$ cat src/rtl/rxll_frame_rd.sv
// Read-side controller for the link-layer RX FIFO: pulls words through a 2-entry prefetch buffer,
// enforces SOF/EOF pairing and maximum frame length, and keeps frame/error statistics.
module rxll_frame_rd #(
    parameter int unsigned C_DW        = 32,
    parameter int unsigned C_LW        = 12,
    parameter int unsigned C_MAX_WORDS = 2049,
    parameter int unsigned C_CW        = 16
) (
    input  logic            sys_clk,
    input  logic            sys_rst_n,
    input  logic            phyreset,
    input  logic            fifo_empty,
    output logic            fifo_rd_en,
    input  logic [C_DW+3:0] fifo_do,
    output logic [C_DW-1:0] rx_data,
    output logic            rx_sof,
    output logic            rx_eof,
    output logic            rx_err,
    output logic            rx_valid,
    input  logic            rx_ready,
    output logic [C_LW-1:0] frame_len,
    output logic            frame_done,
    output logic [C_CW-1:0] frame_cnt,
    output logic [C_CW-1:0] err_cnt
);

    typedef enum logic [1:0] {StIdle, StInFrame, StDrop} state_e;

    localparam logic [C_LW-1:0] LimWords = C_LW'(C_MAX_WORDS - 1);

    state_e          state_q;
    logic [C_LW-1:0] wcnt_q;
    logic [C_LW-1:0] ocnt_q;
    logic            inflight_q;
    logic [C_DW+2:0] buf_q [2];
    logic            rd_ptr_q;
    logic            wr_ptr_q;
    logic [1:0]      occ_q;

    logic            w_sof;
    logic            w_eof;
    logic [C_DW-1:0] w_data;
    logic            unused_rsvd;
    logic            at_limit;
    logic            push;
    logic            push_eof;
    logic            push_err;
    logic            err_inc;
    logic            pop;
    logic [2:0]      credit;

    assign w_sof       = fifo_do[C_DW+3];
    assign w_eof       = fifo_do[C_DW+2];
    assign w_data      = fifo_do[C_DW-1:0];
    assign unused_rsvd = ^fifo_do[C_DW+1:C_DW];
    assign at_limit    = (wcnt_q == LimWords);

    assign rx_valid = (occ_q != 2'd0);
    assign {rx_sof, rx_eof, rx_err, rx_data} = buf_q[rd_ptr_q];
    assign pop = rx_valid & rx_ready;

    // Words already buffered or still in flight may never exceed the two buffer slots.
    assign credit     = {1'b0, occ_q} - {2'b00, pop} + {2'b00, inflight_q};
    assign fifo_rd_en = sys_rst_n & ~phyreset & ~fifo_empty & (credit < 3'd2);

    always_comb begin
        push     = 1'b0;
        push_eof = w_eof;
        push_err = 1'b0;
        err_inc  = 1'b0;
        if (inflight_q && !phyreset) begin
            unique case (state_q)
                StIdle: begin
                    if (w_sof) push = 1'b1;
                    else       err_inc = 1'b1;
                end
                StInFrame: begin
                    push = 1'b1;
                    if (w_sof || (at_limit && !w_eof)) begin
                        push_eof = 1'b1;
                        push_err = 1'b1;
                        err_inc  = 1'b1;
                    end
                end
                default: ;
            endcase
        end
    end

    always_ff @(posedge sys_clk or negedge sys_rst_n) begin
        if (!sys_rst_n) begin
            state_q <= StIdle;
            wcnt_q  <= '0;
        end else if (phyreset) begin
            state_q <= StIdle;
            wcnt_q  <= '0;
        end else if (inflight_q) begin
            unique case (state_q)
                StIdle: begin
                    if (w_sof) begin
                        wcnt_q  <= C_LW'(1);
                        state_q <= w_eof ? StIdle : StInFrame;
                    end
                end
                StInFrame: begin
                    if (w_sof) begin
                        state_q <= w_eof ? StIdle : StDrop;
                    end else if (at_limit && !w_eof) begin
                        state_q <= StDrop;
                    end else begin
                        wcnt_q <= wcnt_q + C_LW'(1);
                        if (w_eof) state_q <= StIdle;
                    end
                end
                StDrop: begin
                    if (w_eof) state_q <= StIdle;
                end
                default: state_q <= StIdle;
            endcase
        end
    end

    always_ff @(posedge sys_clk or negedge sys_rst_n) begin
        if (!sys_rst_n) begin
            inflight_q <= 1'b0;
            buf_q[0]   <= '0;
            buf_q[1]   <= '0;
            rd_ptr_q   <= 1'b0;
            wr_ptr_q   <= 1'b0;
            occ_q      <= 2'd0;
        end else if (phyreset) begin
            inflight_q <= 1'b0;
            buf_q[0]   <= '0;
            buf_q[1]   <= '0;
            rd_ptr_q   <= 1'b0;
            wr_ptr_q   <= 1'b0;
            occ_q      <= 2'd0;
        end else begin
            inflight_q <= fifo_rd_en;
            if (push) begin
                buf_q[wr_ptr_q] <= {w_sof, push_eof, push_err, w_data};
                wr_ptr_q        <= ~wr_ptr_q;
            end
            if (pop) rd_ptr_q <= ~rd_ptr_q;
            occ_q <= occ_q + {1'b0, push} - {1'b0, pop};
        end
    end

    always_ff @(posedge sys_clk or negedge sys_rst_n) begin
        if (!sys_rst_n) begin
            ocnt_q     <= '0;
            frame_len  <= '0;
            frame_done <= 1'b0;
            frame_cnt  <= '0;
            err_cnt    <= '0;
        end else if (phyreset) begin
            ocnt_q     <= '0;
            frame_len  <= '0;
            frame_done <= 1'b0;
            frame_cnt  <= '0;
            err_cnt    <= '0;
        end else begin
            frame_done <= pop & rx_eof;
            if (pop) begin
                ocnt_q <= rx_sof ? C_LW'(1) : ocnt_q + C_LW'(1);
                if (rx_eof) begin
                    frame_len <= rx_sof ? C_LW'(1) : ocnt_q + C_LW'(1);
                    frame_cnt <= frame_cnt + C_CW'(1);
                end
            end
            if (err_inc && (err_cnt != '1)) err_cnt <= err_cnt + C_CW'(1);
        end
    end

endmodule

$ cat config.mk
export PLATFORM = sky130hd
export DESIGN_NAME = rxll_frame_rd
export DESIGN_NICKNAME = d
export VERILOG_FILES = /design/src/rtl/rxll_frame_rd.sv
export SDC_FILE = /design/constraint.sdc
export NUM_CORES = 1
export LEC_CHECK = 0
export CAP_MARGIN = 10
export CORE_MARGIN = 8
export CORE_UTILIZATION = 53
export DETAILED_ROUTE_END_ITERATION = 16
export GPL_TIMING_DRIVEN = 0
export PLACE_DENSITY = 0.89
export SYNTH_ARGS = -nofsm -noshare
export SYNTH_HDL_FRONTEND = slang
export SYNTH_SLANG_ARGS = --single-unit
$ cat constraint.sdc
create_clock -name sys_clk -period 3.8 [get_ports sys_clk]
set_input_delay 0.95 -clock sys_clk [delete_from_list [all_inputs] [get_ports sys_clk]]
set_output_delay 0.95 -clock sys_clk [all_outputs]
set_load 0.01 [all_outputs]
* After elaboration in Yosys (flattened, before gate mapping)
Index checks and enable logic that the tools add are counted.
** Word-level totals
- Register bits :: 146
- Bits in latches :: 0
- Bits in writable memories :: 0
- Memory bits (read-only) :: 0
- Input port bits :: 41
- Output and inout port bits :: 82
- Memories kept :: 0
** Operators by class
- $add $sub $neg :: 8
- Multiply operators :: 0
- Divide/modulo/power cells :: 0
- $lt $le $gt $ge :: 4
- Equality and inequality tests :: 7
- Shift operators :: 0
- Multiplexer cells :: 53
- Bitwise gates (word level) :: 11
- Reductions and logical operators :: 18
** Operators with widths (count)
- $mux W35 :: 4
- $mux W70 :: 2
- $mux W12 :: 11
- $mux W16 :: 5
- $bwmux W70 :: 1
- $demux W35 S1 :: 1
- $add A16 B1 Y16 const B :: 2
- $add A12 B1 Y12 const B :: 2
- $pmux W12 S2 :: 1
- $mux W1 :: 17
- $mux W2 :: 8
- $ne A16 B16 Y1 const B :: 1
- $eq A12 B12 Y1 const B :: 1
- $reduce_bool A2 Y1 :: 6
- $ne A3 B3 Y1 const B :: 3
- $pmux W2 S3 :: 1
- $and A1 B1 Y1 :: 5
- $reduce_and A5 Y1 :: 1
- $ge A2 B2 Y1 const B :: 2
- $logic_and A1 B1 Y1 :: 4
- $not A1 Y1 :: 4
- $not A1 Y2 :: 2
- $pmux W1 S2 :: 2
- $reduce_and A2 Y1 :: 2
- other kinds (12) :: 13

* Depth between registers and ports, before layout
- Depth after elaboration :: 9
- Depth in mapped cells :: 9
- Depth with buffers taken out :: 7

* Worst setup path after synthesis
OpenSTA, ideal clock, no wires.
- Kind :: input port to output port
- From :: input rx_ready
- To :: output fifo_rd_en
- Data arrival time :: 2584 ps
- Required time :: 2850 ps
- Path slack :: 266 ps
- Stages on the path :: 7
- Cell sequence :: o21ai_2 clkinv_1 ha_1 nand2b_1 fa_1 nand4_1 nor2_1
** On the way
- Word-level cells in the longest chain between the ends :: 5
** RTL lines
- start: declaration :: RTL line 20 : input logic rx_ready,
- $and A1 B1 Y1 :: RTL line 60 : assign pop = rx_valid & rx_ready;
- $sub A2 B1 Y3 :: RTL line 63 : assign credit = {1'b0, occ_q} - {2'b00, pop} + {2'b00, inflight_q};
- $add A3 B1 Y3 :: RTL line 63
- $lt A3 B2 Y1 :: RTL line 64 : assign fifo_rd_en = sys_rst_n & ~phyreset & ~fifo_empty & (credit < 3'd2);
- $and A1 B1 Y1 :: RTL line 64
- end: declaration :: RTL line 13 : output logic fifo_rd_en,
Every way passes these cells.

* Worst setup path after layout
Same ends and word-level chain as after synthesis.

==> impl_metrics.toml <==
[outcome]
status = "finished, final reports clean"

[sta]
worst_pin_slew_ns = 0.946
slew_viol_final = 0
fin_crit_sh_pct = 98.0
post-route-min-period_ns = 3.72
skew_ns = 0.0100
relSlewSlack_pct = 36.4
fmax_mhz = 269
hold_viol = 0
whs_ns = 0.443
setup_viol = 0

[global_routing]
grt_pass1_vias = 6279
overflow = 0
grt_max_degree = 103
grt_usage_pct = 21.7
antenna_found_initial = 0
grt_pass1_wl_mm = 31.3

[placement]
portBuffers = 120
dp_hpwl_mm = 12.9
dp_cells = 1076
place_congestion = 0.817

[clock_network]
cts_root_buffer = "clkbuf_16"
cts_num_sinks = 146
ctsHoldBuffers = 0
cts_tree = "yes"
cts_inserted_buffers = 17
clk_latency_ns = 0.43
path_clk_slew_ns = 0.06
h-tree-depth = 4
cts_buffer_depth = 2

[floorplanning]
die_h_um = 132
die_area_sq_um = 17400
core_region_area_sq_um = 13200
die_w_um = 132
initial_core_util_pct = 54.0
std_cell_rows = 42
ioPinCount = 123

[logic_synthesis]
synth.distinct_cells = 49
synth_fp_nets = 829
synth_edf_count = 0
ys_ff_latch = 146
yosys_warnings = 0
yosysSeqAreaShare_pct = 51.3
synthFlopType = "dfrtp_1"
netlist_instances = 779
avgSynthCellArea_sq_um = 9.15
syn_area_sq_um = 7120
synthArstFlopShare_pct = 100

[worst_setup_path]
reg2reg_from = "inflight_q$_DFF_PN0_"
cp.arrival_ns = 2.77
crit_path_start_kind = "primary input"
end_kind = "output port"
path_class = "in -> out"
startpoint = "rx_ready"
critPathMaxFanout = 2
cp.required_ns = 2.85

[drt]
dr.pass1.iters = 6
drt-initial-drc-count = 596
wl_per_cell_um = 16.8
routed_wl_mm = 18.6
vias = 6357
final_antenna_net_count = 0
viasPerCell = 5.73
drc = 0

[hold_path]
hp-class = "in -> async"

[finish]
area_growth_pct = 28.6
final_nets = 971
drive_above_1_share_pct = 9.86
diodes = 0
layout.cells.non_filler = 1109

[flow_run]
max-cap-violations = 0

[pwr]
ir_worst_vdd_v = 0.000326
leakage_nw = 3.84
power_density_nw_per_um2 = 397
-- kinds of logic (layout without fill, tap and decap cells) --
logic type,Yosys count,after routing,synth area share [%]
AND/OR/NAND/NOR,324,324,20.4
AO/OA/AOI/OAI,167,167,13.2
flip-flops,146,146,51.3
buffers and inverters,63,217,3.51
multiplexers,40,40,6.23
XOR/XNOR,30,30,3.69
adder cells (fa/ha/maj),9,9,1.69
-- power by group --
group | switching (mW) | leakage [nW] | internal (mW)
Sequential | 0.0300 | 2.03 | 1.59
Combinational | 0.243 | 1.53 | 0.195
Clock | 0.636 | 0.275 | 0.942
-- worst max-delay path, stage by stage --
cell and delay [ns]:
dlygate4sd2_1 0.28, o21ai_4 0.08, clkinv_2 0.08, ha_1 0.28
nand2b_4 0.15, fa_1 0.49, nand4_1 0.13, nor2_2 0.18
buf_2 0.15
-- Yosys cell counts (2+ instances only) --
cell | n | share of area [%]
nand2_1 | 189 | 10
dfrtp_1 | 146 | 51
o21ai_0 | 109 | 7.7
nor2_1 | 46 | 2.4
clkbuf_1 | 35 | 1.8
mux2_2 | 35 | 5.5
nand3_1 | 24 | 1.7
o31ai_1 | 20 | 2.1
xor2_1 | 19 | 2.3
a21oi_1 | 18 | 1.3
inv_1 | 14 | 0.74
nand4_1 | 11 | 0.97
xnor2_1 | 11 | 1.4
ha_1 | 8 | 1.4
nand2b_1 | 7 | 0.61
nor4_1 | 7 | 0.61
or4_1 | 7 | 0.74
a31oi_1 | 6 | 0.53
and3_1 | 6 | 0.53
buf_1 | 6 | 0.32
buf_2 | 5 | 0.35
mux2i_1 | 5 | 0.70
nor2b_1 | 5 | 0.44
nor3_1 | 5 | 0.35
or2_2 | 5 | 0.44
o41ai_1 | 3 | 0.37
or3_1 | 3 | 0.26
and4_1 | 2 | 0.25
nor3b_1 | 2 | 0.21
-- flip-flops by register name, summed over array words and instances (netlist names) --
signal,flops
buf_q,70
err_cnt,16
frame_cnt,16
frame_len,12
ocnt_q,12
wcnt_q,12
occ_q,2
state_q,2
frame_done,1
inflight_q,1
rd_ptr_q,1
wr_ptr_q,1
-- metrics by stage --
step | total power [mW] | TNS, ns | setup WS (ns) | util, % | area (sq um)
after floorplan | 1.86 | 0 | 0.266 | - | 7120
after global placement | 2.05 | -589.02 | -4.77 | 64.8 | 8550
after detailed placement | 2.06 | -1.07 | -1.07 | 65.0 | 8570
after CTS | 3.64 | 0 | 0.0854 | 69.3 | 9150
after global routing | 3.76 | -0.00420 | -0.00420 | 69.5 | 9160
final | 3.63 | 0 | 0.0773 | 69.5 | 9160
-- routing by layer --
layer / GRT usage (%) / part of all wire [%] / up-vias
met5: 0 / 0 / -
met4: 6.51 / 1.3 / 0
met3: 7.85 / 8.6 / 22
met2: 34.8 / 48 / 255
met1: 26.7 / 42 / 3105
li1: - / - / 2975
-- layout make-up --
class / instances / area, sq um
tap: 176 / 220
timing repair buffer: 124 / 1250
clock inverter: 10 / 83.8
clock buffer: 21 / 470
fill: 996 / 4030
multi-input combinational: 570 / 3240
sequential: 146 / 3650
buffer: 46 / 188
inverter: 16 / 61.3
-- worst paths after layout --
kind	end	slack, ns	cells after the start
max	fifo_rd_en	0.08	9
min in group sys_clk	wcnt_q[11]$_DFFE_PN0P_	0.47	1
min	frame_len[11]$_DFFE_PN0P_	0.44	1
min reg2reg	wcnt_q[11]$_DFFE_PN0P_	0.47	1
max in group asynchronous	buf_q[40]$_DFFE_PN0P_	2.54	2
max reg2reg	buf_q[59]$_DFFE_PN0P_	1.39	7
-- what timing repair did --
item / in CTS / in global routing
hold endpoints to repair: 0 / 0
gates resized for setup: 9 / 1
pin swaps: 1 / 1
gates cloned: 0 / 0
setup endpoints to repair: 1 / 1
setup buffers: 2 / 1
-- layout by cell type (no fill, tap or decap), drive strengths merged, types with 7 or more instances in the layout --
| cell type | n |
|---|---|
| a21oi | 18 |
| nand3 | 25 |
| inv | 16 |
| xnor2 | 11 |
| ha | 8 |
| nor4 | 8 |
| xor2 | 19 |
| nor2 | 46 |
| clkbuf | 55 |
| buf | 18 |
| clkinv | 7 |
| dfrtp | 146 |
| mux2 | 35 |
| o21ai | 111 |
| or4 | 7 |
| o31ai | 20 |
| nand2b | 7 |
| clkdlybuf4s50 | 117 |
| nand4 | 11 |
| nand2 | 189 |
No activity file was read; power rests on OpenSTA's default activity.
